`config.mk`:
```
export PLATFORM = sky130hd
export DESIGN_NAME = data_mem_responder
export DESIGN_NICKNAME = d
export VERILOG_FILES = /design/src/rtl/data_mem_responder_pkg.sv /design/src/rtl/data_mem_responder_mem_array.sv /design/src/rtl/data_mem_responder.sv
export SDC_FILE = /design/constraint.sdc
export NUM_CORES = 2
export LEC_CHECK = 0
export BUFFER_PORTS_ARGS = -buffer_cell sky130_fd_sc_hd__buf_2
export CORE_MARGIN = 2
export CORE_UTILIZATION = 60
export DETAILED_ROUTE_END_ITERATION = 8
export PLACE_DENSITY = 0.76
export REMOVE_ABC_BUFFERS = 1
export SKIP_LAST_GASP = 1
export SYNTH_ARGS = -nofsm -noshare
export SYNTH_HDL_FRONTEND = slang
export SYNTH_HIERARCHICAL = 1
export SYNTH_SLANG_ARGS = --single-unit
```
`constraint.sdc`:
```
create_clock -name clk -period 8.8 [get_ports clk]
set_input_delay 1.32 -clock clk [delete_from_list [all_inputs] [get_ports clk]]
set_output_delay 1.32 -clock clk [all_outputs]
set_load 0.05 [all_outputs]
```
`src/rtl/data_mem_responder_pkg.sv`:
```
// Shared types and defaults for the data-memory responder: FSM state and captured-operation encodings.
package data_mem_responder_pkg;

    localparam int DEF_WORD_SIZE = 16;
    localparam int DEF_DEPTH_LOG = 8;
    localparam int DEF_LATENCY   = 4;
    // Wide enough for the largest legal LATENCY (15).
    localparam int CNT_W         = 4;

    typedef enum logic {
        MEM_IDLE = 1'b0,
        MEM_WAIT = 1'b1
    } mem_state_e;

    typedef enum logic {
        OP_READ  = 1'b0,
        OP_WRITE = 1'b1
    } mem_op_e;

endpackage

```
`src/rtl/data_mem_responder_mem_array.sv`:
```
// Word storage behind the responder: synchronous write, asynchronous read.
module mem_array #(
    parameter int WORD_SIZE = 16,
    parameter int DEPTH_LOG = 8
) (
    input  logic                 clk,
    input  logic                 we,
    input  logic [DEPTH_LOG-1:0] waddr,
    input  logic [WORD_SIZE-1:0] wdata,
    input  logic [DEPTH_LOG-1:0] raddr,
    output logic [WORD_SIZE-1:0] rdata
);

    logic [WORD_SIZE-1:0] mem_q [2**DEPTH_LOG];

    // NOTE: storage arrays carry no reset; clearing every word would force flops instead of RAM.
    always_ff @(posedge clk) begin
        if (we) begin
            mem_q[waddr] <= wdata;
        end
    end

    assign rdata = mem_q[raddr];

endmodule

```
`src/rtl/data_mem_responder.sv`:
```
// Memory-side responder: accepts one LWD/SWD access at a time and completes it a fixed LATENCY later.
module data_mem_responder
    import data_mem_responder_pkg::*;
#(
    parameter int WORD_SIZE = DEF_WORD_SIZE,
    parameter int DEPTH_LOG = DEF_DEPTH_LOG,
    parameter int LATENCY   = DEF_LATENCY
) (
    input  logic                 clk,
    input  logic                 reset,
    input  logic                 req_read,
    input  logic                 req_write,
    input  logic [WORD_SIZE-1:0] req_addr,
    input  logic [WORD_SIZE-1:0] req_wdata,
    output logic                 req_ready,
    output logic                 busy,
    output logic                 resp_valid,
    output logic [WORD_SIZE-1:0] resp_rdata,
    output logic                 req_err,
    output logic [WORD_SIZE-1:0] acc_count
);

    localparam logic [CNT_W-1:0] CNT_LOAD = CNT_W'(LATENCY - 1);

    mem_state_e           state_q, state_d;
    mem_op_e              op_q, op_d;
    logic [CNT_W-1:0]     cnt_q, cnt_d;
    logic [DEPTH_LOG-1:0] addr_q, addr_d;
    logic [WORD_SIZE-1:0] wdata_q, wdata_d;
    logic                 resp_valid_q, resp_valid_d;
    logic [WORD_SIZE-1:0] rdata_q, rdata_d;
    logic                 err_q, err_d;
    logic [WORD_SIZE-1:0] acc_q, acc_d;

    logic                 arr_we;
    logic [WORD_SIZE-1:0] arr_rdata;
    logic                 req_any;

    // Upper address bits alias onto the stored words.
    logic unused_addr_hi;
    assign unused_addr_hi = ^req_addr[WORD_SIZE-1:DEPTH_LOG];

    assign req_any = req_read | req_write;

    mem_array #(
        .WORD_SIZE(WORD_SIZE),
        .DEPTH_LOG(DEPTH_LOG)
    ) u_mem_array (
        .clk  (clk),
        .we   (arr_we),
        .waddr(addr_q),
        .wdata(wdata_q),
        .raddr(addr_q),
        .rdata(arr_rdata)
    );

    // NOTE: every signal gets a default before the case so no path leaves one unassigned (no latches).
    always_comb begin
        state_d      = state_q;
        op_d         = op_q;
        cnt_d        = cnt_q;
        addr_d       = addr_q;
        wdata_d      = wdata_q;
        resp_valid_d = 1'b0;
        rdata_d      = rdata_q;
        err_d        = err_q;
        acc_d        = acc_q;
        arr_we       = 1'b0;

        case (state_q)
            MEM_IDLE: begin
                if (req_any) begin
                    op_d    = req_write ? OP_WRITE : OP_READ;
                    addr_d  = req_addr[DEPTH_LOG-1:0];
                    wdata_d = req_wdata;
                    cnt_d   = CNT_LOAD;
                    state_d = MEM_WAIT;
                    if (req_read && req_write) begin
                        err_d = 1'b1;
                    end
                end
            end
            MEM_WAIT: begin
                if (cnt_q == '0) begin
                    arr_we       = (op_q == OP_WRITE);
                    if (op_q == OP_READ) begin
                        rdata_d = arr_rdata;
                    end
                    resp_valid_d = 1'b1;
                    acc_d        = acc_q + 1'b1;
                    state_d      = MEM_IDLE;
                end else begin
                    cnt_d = cnt_q - 1'b1;
                end
            end
            default: state_d = MEM_IDLE;
        endcase
    end

    // NOTE: sequential state uses non-blocking assignments so all registers update from pre-edge values.
    always_ff @(posedge clk or posedge reset) begin
        if (reset) begin
            state_q      <= MEM_IDLE;
            op_q         <= OP_READ;
            cnt_q        <= '0;
            addr_q       <= '0;
            wdata_q      <= '0;
            resp_valid_q <= 1'b0;
            rdata_q      <= '0;
            err_q        <= 1'b0;
            acc_q        <= '0;
        end else begin
            state_q      <= state_d;
            op_q         <= op_d;
            cnt_q        <= cnt_d;
            addr_q       <= addr_d;
            wdata_q      <= wdata_d;
            resp_valid_q <= resp_valid_d;
            rdata_q      <= rdata_d;
            err_q        <= err_d;
            acc_q        <= acc_d;
        end
    end

    assign req_ready  = (state_q == MEM_IDLE);
    assign busy       = (state_q != MEM_IDLE) | req_any;
    assign resp_valid = resp_valid_q;
    assign resp_rdata = rdata_q;
    assign req_err    = err_q;
    assign acc_count  = acc_q;

endmodule
```
# Yosys cells after proc, flatten, opt, wreduce, memory -nomap -nowiden
# Memory sizes are Yosys's and may differ from the RTL's. A register that Yosys moved wholly into a read port is not among the register bits.
# Cells that the tools add are included.
# Widths: inputs -> output; s select.
# word_totals
reg_bits	48
ramBits	4096
in_bits	36
n_memories	1
# classes
n_addsub	2
n_eq_ne	2
n_mux	13
bitwise	4
reduce_logical	7
# memory_table
name	words	word_bits	rd	rd_clocked_by_memory_dff	write_ports	line_no	text
u_mem_array.mem_q	256	16	1	1	1	data_mem_responder_mem_array.sv:14	logic [WORD_SIZE-1:0] mem_q [2**DEPTH_LOG];
# op_table
operator	n
$add 16x1->16 const B	1
$mux 1	9
$mux 4	2
$pmux 4 s2	1
$reduce_and 2->1	3
$reduce_and 3->1	2
$logic_not 4->1	1
$sub 4x1->4 const B	1
$ne 2x1->1 const B	1
$ne 2x2->1 const B	1
$not 1->1	2
$or 1x1->1	2
$pmux 1 s2	1
$logic_and 1x1->1	1

# Longest topological paths before layout
# depth
word_depth	5
ltp_mapped	13
mapped_depth_nobuf	7

# By module
# The synthesis kept the hierarchy.
# modules_own_cells
mod	n_inst	cells_each	area_each_um2	seq_area_each_um2
mem_array	1	7344	158394.4	122998.0
data_mem_responder	1	233	2586.2	1601.5

# Worst setup path after synthesis
# OpenSTA, ideal clock, no wires.
# synth_path
path_kind	flip-flop to flip-flop
from	reg wdata_q[0]
to	mem u_mem_array.mem_q[0][0], data pin
setup_time_ns	0.804
arrival_time_ns	3.183
setup_slack_ns	4.813
path_stages_with_launch	1
cell_sequence	dfrtp_1
# synth_lines
item	line_no	text
from (decl)	data_mem_responder.sv:29	logic [WORD_SIZE-1:0] wdata_q, wdata_d;
from (signal assigned)	data_mem_responder.sv:117	wdata_q <= wdata_d;
to (decl)	data_mem_responder_mem_array.sv:14	
# No word-level cell before the write port.

==> reports/results.txt <==
Outcome: finished with violations
Failing checks: max-capacitance violations, max-slew violations
Maxcap violations: 1
Tmin final: 5540 ps
Postcts setup bufs: 0
CTS buffer count: 400
Clock power share: 0.284
Ys Warns: 6
Most common cell after layout, fill and taps aside: edfxtp_1
Die height: 522 um
Share of cells above drive strength 1: 0.240
Most frequent cells in the layout: edfxtp_1 (4096), mux4_2 (797), mux2i_1 (565)
Initial antenna violation count: 15
Required time of the critical path: 9570 ps
Clock slew at reported path FFs: 60 ps
# setup viols final: 0
Async SR Flop Fraction: 0.0154
Sequential share of the synthesized area: 0.774
Yosys top cell by area: edfxtp_1
# H-tree levels: 5
Hold path cells: 1
Sequential share of power: 0.435
1st-pass router iterations: 6
CP peak stage delay: 1300 ps
Sw Share: 0.323
Final Skew: 74.8 ps
Fill cells: 16084
Post-DP HPWL: 227 mm
First-pass GRT wire length: 574 mm
Initial DRC Count: 13005
Post-synth EDFFs: 4096
FF-to-FF End: resp_rdata[7]$_DFFE_PP0P_
Pwr/cell area: 333 mW/mm^2
Synth unique cells: 62
Synth top area share: 0.764
WL/cell: 34.2 um
Clock buffer depth: 4
Most frequent cell on the critical path: mux2_2
Synth Flop Type: edfxtp_1
Min-delay src: req_err$_DFFE_PP0P_
Total gr overflow: 0
Resize count post-CTS: 0
CP max stage cell: o32ai_1
Synth Instances: 7577
Syn Area/Cell: 21.2 um^2
Largest net degree at the start of global routing: 205
Max-slew violations: 2
Crit Path Class: reg -> reg
Maximum vdd drop: 0.000283 V
Number of port buffers: 63
NetSw: 19300 uW
Antenna Nets Post-Route: 0
Hold crit path type: reg -> reg
Clk sinks: 4160
Initial Util: 0.602
Register area: 0.125 mm^2
Hold_buf cts: 0
Clk_lat worst skew: 920 ps
Power, Total: 59600 uW
Dpl ws: 3680 ps
Crit path max fanout: 115
P_int: 40400 uW
Worst setup margin: 3260 ps
GP Congestion: 0.910
Die ar.: 0.272 mm^2
Worst Setup End Kind: flop
Synth Register Bits: 4160
Worst slew margin: -0.0230
FF-to-FF setup slack: 3260 ps
Worst Hold Path EP: req_err$_DFFE_PP0P_
Final #Nets: 7980
Critical-path cell list: buf_12, mux4_2, mux2_2, a22oi_1, nand2_1, o32ai_1, nor4_1, mux2_2
GRT Total Usage: 0.295
P_leak: 0.0565 uW
RSZ-0062 raised after global routing: no
Period utilization: 0.630
Area grow syn2layout: 11.3%
CTS tree: done
Final hold vios: 0
FP Rows: 190
Synth top area cells: edfxtp_1 (76%), mux4_2 (11%), mux2i_1 (3.5%), o221ai_1 (1.4%), dfrtp_1 (0.99%)
DRC Markers: 0
Worst Path Buf+Inv: 1
Max frequency: 181 MHz
Post-Syn Area: 0.161 mm^2
Via count: 81891
Core Box Area: 0.267 mm^2
Post-Route WL: 404 mm
Core Util, Final: 0.670
Actual slew at the worst max-slew pin: 1530 ps
Reg2Reg Depth: 8
CTS root buffer: clkbuf_16
Setup TNS Final: 0 ps
Chip width: 522 um
Comb pwr share: 0.281
Vias/cell: 6.93
Worst r2r src: addr_q[0]$_DFFE_PP0P_
Crit path max-delay family: compound AO/OA/AOI/OAI gates
I/O pin cnt: 72
Worst EP arrival: 6310 ps
Vias in the first global route: 80958
Area taken by multi-input logic gates: 0.0338 mm^2
Worst Setup Start Kind: flop
==> cell usage after synthesis (all sizes together) (3+ instances only) <==
cell type	count
and2	3
o22ai	148
nand2b	3
mux2i	565
inv	10
mux4	797
or2	6
a2111oi	6
a21oi	178
dfrtp	64
nor2b	9
nand4	30
a211oi	18
clkbuf	233
nand4b	3
edfxtp	4096
o221ai	253
a221oi	28
mux2	104
buf	226
nor3	94
o32ai	21
a31oi	6
o21ai	39
or3	3
o31ai	16
nor4	18
a22o	33
xnor2	14
nor2	316
a22oi	43
nand2	121
and3	12
xor2	3
nand3	43
==> power by group through the flow <==
stage	combinational, uW	sequential [uW]	clock (uW)
2_1_floorplan	9530	28000	0
3_3_place_gp	15900	26200	0
3_5_place_dp	16300	26300	0
4_1_cts	16500	25900	17100
5_1_grt	17400	25900	17800
6_report	16800	25900	16900
==> sequential cells by signal, summed over array words and instances (netlist names) <==
name,flops
wdata_q,16
resp_rdata,16
req_err,1
resp_valid,1
u_mem_array/mem_q,4096
acc_count,16
op_q,1
cnt_q,4
addr_q,8
state_q,1
==> kinds of logic after synthesis <==
family          synth area share
compound gates            0.0351
xor+xnor                0.000972
fa+ha+maj               0.000155
buf+inv                   0.0172
flops                      0.774
mux                        0.154
simple gates              0.0187
==> per-layer routing <==
layer / up-vias / GRT usage / share of wire
met1: 42586 / 0.410 / 0.36
li1: 32695 / - / -
met4: 4 / 0.128 / 0.048
met3: 863 / 0.0744 / 0.13
met5: - / 0 / 0.000072
met2: 5743 / 0.451 / 0.47
==> through the flow <==
step | hold WS, ps | std cells | area, um^2
after detailed placement | 458 | 11091 | 166000
after floorplan | 462 | 7118 | 158000
final | 476 | 11819 | 179000
after CTS | 484 | 11810 | 179000
after global placement | 447 | 11091 | 166000
after global routing | 500 | 11814 | 179000
==> worst reg2reg max path, delay by kind of cell, from the launching register on <==
kind / cells / cell delay, ps
buffers and inverters: 1 / 690
DFF: 1 / 880
and+or+nand+nor: 2 / 430
muxes: 3 / 1380
AOI/OAI and AO/OA: 2 / 2040
==> how the worst max path moves through the flow <==
stage,from,endpoint,slack (ps),cells after the start
2_1_floorplan,addr_q[0]$_DFFE_PP0P_,u_mem_array/mem_q[187][0]$_DFFE_PP_,-49690,2
3_3_place_gp,addr_q[0]$_DFFE_PP0P_,resp_rdata[7]$_DFFE_PP0P_,3750,8
3_5_place_dp,addr_q[0]$_DFFE_PP0P_,resp_rdata[7]$_DFFE_PP0P_,3680,8
4_1_cts,addr_q[0]$_DFFE_PP0P_,resp_rdata[7]$_DFFE_PP0P_,3640,8
5_1_grt,addr_q[0]$_DFFE_PP0P_,resp_rdata[7]$_DFFE_PP0P_,3290,8
6_report,addr_q[0]$_DFFE_PP0P_,resp_rdata[7]$_DFFE_PP0P_,3260,8
==> area by class of cell <==
| class | instances | share of cell area |
|---|---|---|
| Clock buffer | 482 | 0.0585 |
| Timing Repair Buffer | 422 | 0.0183 |
| Clock inverter | 237 | 0.0131 |
| Antenna cell | 8 | 0.000112 |
| Inverter | 10 | 0.000307 |
| Sequential cell | 4160 | 0.696 |
| Multi-Input combinational cell | 2948 | 0.189 |
| Tap cell | 3552 | 0.0248 |
Power figures use the tool's default switching activity.
